File: src/rtl/hazard_pkg.sv
// Shared widths, defaults and the tracked-entry layout for the hazard/forwarding unit.
package hazard_pkg;

    localparam int DEF_REG_AW   = 5;
    localparam int DEF_STAGES   = 3;
    localparam int DEF_TW       = 2;
    localparam int DEF_MULT_LAT = 5;
    localparam int DEF_DIV_LAT  = 10;

    // Forward select value meaning "take the register file / pipeline register value".
    localparam int FWD_RF = 0;

    typedef struct packed {
        logic [DEF_REG_AW-1:0] dst;
        logic [DEF_TW-1:0]     tnew;
        logic                  md;
        logic                  div;
    } hz_entry_t;

    function automatic int max_int(input int a, input int b);
        return (a > b) ? a : b;
    endfunction

endpackage

File: src/rtl/hazard_stage_reg.sv
// One tracked pipeline stage: holds the in-flight destination, its result countdown and
// the mult/div start flags. The first stage loads Tnew as issued and can take a bubble.
module hazard_stage_reg
    import hazard_pkg::*;
#(
    parameter int REG_AW   = DEF_REG_AW,
    parameter int TW       = DEF_TW,
    parameter bit LOAD_RAW = 1'b0
) (
    input  logic              i_clk,
    input  logic              i_rst,
    input  logic              i_bubble,
    input  logic [REG_AW-1:0] i_dst,
    input  logic [TW-1:0]     i_tnew,
    input  logic              i_md,
    input  logic              i_div,
    output logic [REG_AW-1:0] o_dst,
    output logic [TW-1:0]     o_tnew,
    output logic              o_md,
    output logic              o_div
);

    logic [REG_AW-1:0] r_dst;
    logic [TW-1:0]     r_tnew;
    logic              r_md;
    logic              r_div;
    logic [TW-1:0]     w_tnew_next;

    // Countdown saturates at zero so a ready result stays ready while it drains out.
    always_comb begin
        w_tnew_next = i_tnew;
        if (!LOAD_RAW) begin
            w_tnew_next = (i_tnew == '0) ? '0 : (i_tnew - TW'(1));
        end
    end

    always_ff @(posedge i_clk or posedge i_rst) begin
        if (i_rst) begin
            r_dst  <= '0;
            r_tnew <= '0;
            r_md   <= 1'b0;
            r_div  <= 1'b0;
        end else if (i_bubble) begin
            r_dst  <= '0;
            r_tnew <= '0;
            r_md   <= 1'b0;
            r_div  <= 1'b0;
        end else begin
            r_dst  <= i_dst;
            r_tnew <= w_tnew_next;
            r_md   <= i_md;
            r_div  <= i_div;
        end
    end

    assign o_dst  = r_dst;
    assign o_tnew = r_tnew;
    assign o_md   = r_md;
    assign o_div  = r_div;

endmodule

File: src/rtl/hazard_fwd_unit.sv
// Pipeline hazard controller: tracks in-flight writers per stage, raises the single stall,
// picks forward sources for the D/E/M consumers and owns the mult/div busy counter.
module hazard_fwd_unit
    import hazard_pkg::*;
#(
    parameter int REG_AW   = DEF_REG_AW,
    parameter int STAGES   = DEF_STAGES,
    parameter int TW       = DEF_TW,
    parameter int MULT_LAT = DEF_MULT_LAT,
    parameter int DIV_LAT  = DEF_DIV_LAT,
    parameter int SW       = $clog2(STAGES + 1)
) (
    input  logic              i_clk,
    input  logic              i_rst,
    input  logic [REG_AW-1:0] i_d_rs,
    input  logic [REG_AW-1:0] i_d_rt,
    input  logic              i_d_rs_vld,
    input  logic              i_d_rt_vld,
    input  logic [TW-1:0]     i_d_rs_tuse,
    input  logic [TW-1:0]     i_d_rt_tuse,
    input  logic [REG_AW-1:0] i_d_dst,
    input  logic [TW-1:0]     i_d_tnew,
    input  logic              i_d_md_op,
    input  logic              i_d_md_div,
    input  logic              i_d_md_use,
    input  logic [REG_AW-1:0] i_e_rs,
    input  logic [REG_AW-1:0] i_e_rt,
    input  logic [REG_AW-1:0] i_m_rt,
    output logic              o_stall,
    output logic [SW-1:0]     o_d_fwd_rs,
    output logic [SW-1:0]     o_d_fwd_rt,
    output logic [SW-1:0]     o_e_fwd_rs,
    output logic [SW-1:0]     o_e_fwd_rt,
    output logic [SW-1:0]     o_m_fwd_rt,
    output logic              o_md_busy
);

    localparam int CW = $clog2(max_int(MULT_LAT, DIV_LAT) + 1);

    logic [REG_AW-1:0] w_dst  [1:STAGES];
    logic [TW-1:0]     w_tnew [1:STAGES];
    logic              w_md   [1:STAGES];
    logic              w_div  [1:STAGES];
    logic              w_stall;
    logic              w_md_busy;
    logic              w_unused_tail;
    logic [CW-1:0]     r_md_cnt;

    // Stage 1 (E) takes the D instruction or a bubble; later stages just shift and count down.
    for (genvar k = 1; k <= STAGES; k++) begin : g_stage
        if (k == 1) begin : g_first
            hazard_stage_reg #(
                .REG_AW  (REG_AW),
                .TW      (TW),
                .LOAD_RAW(1'b1)
            ) u_stage (
                .i_clk   (i_clk),
                .i_rst   (i_rst),
                .i_bubble(w_stall),
                .i_dst   (i_d_dst),
                .i_tnew  (i_d_tnew),
                .i_md    (i_d_md_op),
                .i_div   (i_d_md_div),
                .o_dst   (w_dst[k]),
                .o_tnew  (w_tnew[k]),
                .o_md    (w_md[k]),
                .o_div   (w_div[k])
            );
        end else begin : g_next
            hazard_stage_reg #(
                .REG_AW  (REG_AW),
                .TW      (TW),
                .LOAD_RAW(1'b0)
            ) u_stage (
                .i_clk   (i_clk),
                .i_rst   (i_rst),
                .i_bubble(1'b0),
                .i_dst   (w_dst[k-1]),
                .i_tnew  (w_tnew[k-1]),
                .i_md    (w_md[k-1]),
                .i_div   (w_div[k-1]),
                .o_dst   (w_dst[k]),
                .o_tnew  (w_tnew[k]),
                .o_md    (w_md[k]),
                .o_div   (w_div[k])
            );
        end
    end

    assign w_unused_tail = w_md[STAGES] ^ w_div[STAGES];

    // An operand is blocked when any in-flight writer of it produces later than it is needed.
    function automatic logic hazard_on(input logic [REG_AW-1:0] addr, input logic vld,
                                       input logic [TW-1:0] tuse);
        logic hit;
        hit = 1'b0;
        if (vld && (addr != '0)) begin
            for (int k = 1; k <= STAGES; k++) begin
                if ((w_dst[k] == addr) && (w_tnew[k] > tuse)) begin
                    hit = 1'b1;
                end
            end
        end
        return hit;
    endfunction

    // Youngest writer at or after 'first' decides; if it is not ready yet, fall back to FWD_RF.
    function automatic logic [SW-1:0] fwd_sel(input logic [REG_AW-1:0] addr, input int first);
        logic [SW-1:0] sel;
        sel = SW'(FWD_RF);
        if (addr != '0) begin
            for (int k = STAGES; k >= 1; k--) begin
                if ((k >= first) && (w_dst[k] == addr)) begin
                    sel = (w_tnew[k] == '0) ? SW'(k) : SW'(FWD_RF);
                end
            end
        end
        return sel;
    endfunction

    assign w_md_busy = w_md[1] | (r_md_cnt != '0);
    assign w_stall   = hazard_on(i_d_rs, i_d_rs_vld, i_d_rs_tuse)
                     | hazard_on(i_d_rt, i_d_rt_vld, i_d_rt_tuse)
                     | (i_d_md_use & w_md_busy);

    always_comb begin
        o_d_fwd_rs = fwd_sel(i_d_rs, 1);
        o_d_fwd_rt = fwd_sel(i_d_rt, 1);
        o_e_fwd_rs = fwd_sel(i_e_rs, 2);
        o_e_fwd_rt = fwd_sel(i_e_rt, 2);
        o_m_fwd_rt = fwd_sel(i_m_rt, 3);
    end

    // The counter loads from the op already sitting in E, independent of any stall in D.
    always_ff @(posedge i_clk or posedge i_rst) begin
        if (i_rst) begin
            r_md_cnt <= '0;
        end else if (w_md[1]) begin
            r_md_cnt <= w_div[1] ? CW'(DIV_LAT) : CW'(MULT_LAT);
        end else if (r_md_cnt != '0) begin
            r_md_cnt <= r_md_cnt - CW'(1);
        end
    end

    assign o_stall   = w_stall;
    assign o_md_busy = w_md_busy;

endmodule

File: config.mk
export PLATFORM = sky130hd
export DESIGN_NAME = hazard_fwd_unit
export DESIGN_NICKNAME = d
export VERILOG_FILES = /design/src/rtl/hazard_pkg.sv /design/src/rtl/hazard_stage_reg.sv /design/src/rtl/hazard_fwd_unit.sv
export SDC_FILE = /design/constraint.sdc
export NUM_CORES = 1
export LEC_CHECK = 0
export CORE_MARGIN = 3
export CORE_UTILIZATION = 50
export DETAILED_ROUTE_END_ITERATION = 7
export DONT_BUFFER_PORTS = 1
export PLACE_DENSITY = 0.65
export SLEW_MARGIN = 20
export SYNTH_ARGS = -nofsm -noshare
export SYNTH_HDL_FRONTEND = slang
export SYNTH_SLANG_ARGS = --single-unit
File: constraint.sdc
create_clock -name i_clk -period 6.3 [get_ports i_clk]
set_clock_uncertainty 0.05 [all_clocks]
set_input_delay 0.63 -clock i_clk [delete_from_list [all_inputs] [get_ports i_clk]]
set_output_delay 0.63 -clock i_clk [all_outputs]
set_load 0.01 [all_outputs]
==> metrics <==
status finished, final reports clean; final setup fails 0; Post-Route Setup TNS 0 ps; max incr delay on CP 610 ps; slew at the pin closest to its max-slew limit 970.8 ps; global-route wire length before repair 7307 um; via/cell ratio 5.593; Post-Synthesis Cell Area 2067 um2; Post-CTS Setup Bufs 0; DRT Pass-1 Iters 7; syn nets 290; PwrDens 234.4 nW/um2; cells after synthesis 233; Longest Clk Path Bufs 2; Die X 70.30 um; share of layout cells above drive strength 1 5.727%; data arrival time of the worst path 2570 ps; Skew-Pair Late Insertion Delay 270 ps; Crit-path slowest cell or4b_1; period utilization 51.58%; DRC Markers 0; Rows 22; largest net degree at the start of global routing 28; Hold Buf Count CTS 0; final wirelength 4465 um; n_diodes 0; global routing's busiest layer met2; M2 GR Usage 27.96%; Synth Register Bits 27; Core Util, Final 55.62%; clk root buf clkbuf_8; Hold Crit Class in -> async; Placer Congestion 0.8232; Max Slew Vio Count 0; f_max 307.7 MHz; Vias 1,538; Chip Height 70.30 um; Seq/Total Area, Yosys 32.69%; die footprint 4941 um2; YS warnings 0; Slew headroom 35.21%; CTS clock-pin slew for the worst setup and hold paths 100 ps; Worst setup EP type output pin; CTS tree done; clock buffer count from CTS 3; maxcap violations 0; 1st-iter DRT viols 51; number of global-route vias before repair 1,491; initial antenna violation count 0; Nets 285; core area 3826 um2; RSZ-0062 raised after global routing false; leakage power 0.9143 nW; Initial Utilization 54.02%; DP HPWL 3633 um; Critical Path RT 5620 ps; worst ir drop on vdd 165.1 uV; Ports 55; cell breakdown of the critical path inv_1 > ha_1 > or4b_1 > a2111o_1 > or3b_1; met3 Use GR 4.460%; Total Routing Usage GR 18.39%; Layout area overhead 2.966%; Setup crit start kind flop; H-Tree Depth 1; maximum fanout along the worst path 10; worst setup path class reg -> out; Tmin final 3250 ps; global route total overflow 0; final hold violation count 0; routed len/inst 16.24 um; post_cts resized 0; met1 Usage GRT 26.95%; IO buf count 0; syn avg cell area 8.871 um2; Unique masters post-synth 35; ANT nets after route 0; # clock sinks 27
synthesized netlist by cell type, drive strengths merged:
cell	n	area, um2
xnor2	41	359.1
nand2	28	105.1
dfrtp	27	675.7
nor3	18	90.09
xor2	15	131.4
ha	14	175.2
inv	9	33.78
nand3	9	45.04
clkbuf	8	30.03
nor2	8	30.03
nor2b	8	50.05
o21ai	6	33.78
a21oi	5	25.02
nor4	5	31.28
or2	5	31.28
or4	4	33.78
and2	2	12.51
buf	2	18.77
nand4	2	12.51
nor4b	2	17.52
o2111ai	2	17.52
o211ai	2	15.01
o22ai	2	12.51
or3b	2	17.52
or4b	2	20.02
a2111o	1	11.26
and3	1	6.260
mux2i	1	10.01
nor3b	1	7.510
o21a	1	7.510
routing by layer:
layer  share of wire [%]  up-vias
met5                   0        -
met4                0.29        0
li1                    -      777
met3                 9.0        2
met2                  42       58
met1                  49      701
cell families after synthesis:
| kind of cell | count (synthesis) | synth area share, % |
|---|---|---|
| AOI/OAI and AO/OA | 19 | 5.932 |
| xor gates and xnor gates | 56 | 23.73 |
| adders and majority gates | 14 | 8.475 |
| buffers and inverters | 19 | 3.995 |
| DFF | 27 | 32.69 |
| muxes | 1 | 0.4843 |
| and+or+nand+nor | 97 | 24.70 |
power by group:
part           internal, mW  total (mW)  leakage [nW]  switching [mW]
Clock                0.0464       0.102        0.0261          0.0561
Combinational        0.0823       0.155         0.543          0.0728
Sequential            0.202       0.241         0.346          0.0392
per-stage QoR:
step	hold slack [ps]	total power [mW]	cell area (um2)	setup slack (ps)	instances
final	406.2	0.4988	2128	3050	275
after global routing	406.8	0.5334	2128	2923	275
after CTS	403.6	0.5014	2128	3045	275
after detailed placement	388.0	0.4014	2078	3270	271
after global placement	391.7	0.3975	2078	3280	271
after floorplan	301.9	0.3727	2067	3338	233
flip-flops by register name, summed over array words and instances, names as in the netlist:
signal / cells
g_stage.g_first.u_stage.o_md: 1
g_stage.g_first.u_stage.o_div: 1
g_stage.g_next.u_stage.o_dst: 10
g_stage.g_first.u_stage.o_dst: 5
r_md_cnt: 4
g_stage.g_first.u_stage.o_tnew: 2
g_stage.g_next.u_stage.o_tnew: 4
final timing paths:
check	from	end	slack, ps	cells after the start
worst max register to register	r_md_cnt[0]$_DFFE_PP0N_	g_stage[1].g_first.u_stage.o_dst[4]$_DFF_PP0_	4090	5
min in group i_clk	i_d_md_div	g_stage[1].g_first.u_stage.o_div$_DFF_PP0_	410	2
max in group asynchronous	i_rst	g_stage[1].g_first.u_stage.o_dst[2]$_DFF_PP0_	5200	1
worst min register to register	g_stage[1].g_first.u_stage.o_dst[3]$_DFF_PP0_	g_stage[2].g_next.u_stage.o_dst[3]$_DFF_PP0_	410	0
worst min-delay path	i_rst	r_md_cnt[2]$_DFFE_PP0N_	410	1
worst max-delay path	r_md_cnt[0]$_DFFE_PP0N_	o_stall	3050	5
worst max-delay path, delay by kind of cell, from the launching register on:
| kind | cells | cell delay, ps |
|---|---|---|
| AOI/OAI and AO/OA | 1 | 600 |
| and+or+nand+nor | 2 | 1060 |
| adders and majority gates | 1 | 140 |
| DFF | 1 | 410 |
| buffers and inverters | 1 | 90 |
layout by cell type, fill, tap and decap left out:
master / n
a2111o_1: 1
a21oi_1: 5
and2_1: 2
and3_1: 1
clkbuf_8: 3
dfrtp_1: 27
ha_1: 14
inv_1: 9
inv_6: 1
mux2i_1: 1
nand2_1: 28
nand3_1: 9
nand4_1: 2
nor2_1: 8
nor2b_1: 8
nor3_1: 18
nor3b_1: 1
nor4_1: 5
nor4b_1: 2
o2111ai_1: 2
o211ai_1: 2
o21a_1: 1
o21ai_0: 5
o21ai_2: 1
o22ai_1: 2
or2_2: 5
or3b_1: 1
or3b_2: 1
or4_1: 3
or4_4: 1
or4b_1: 1
or4b_2: 1
xnor2_1: 41
xor2_1: 15
layout make-up:
type / count / area, um2
clock buffer: 3 / 41.29
inverter: 9 / 33.78
fill: 380 / 1698
multi-input combinational: 187 / 1309
sequential: 27 / 675.6
clock inverter: 1 / 8.758
tap: 48 / 60.06
(Power assumes the default switching activity.)
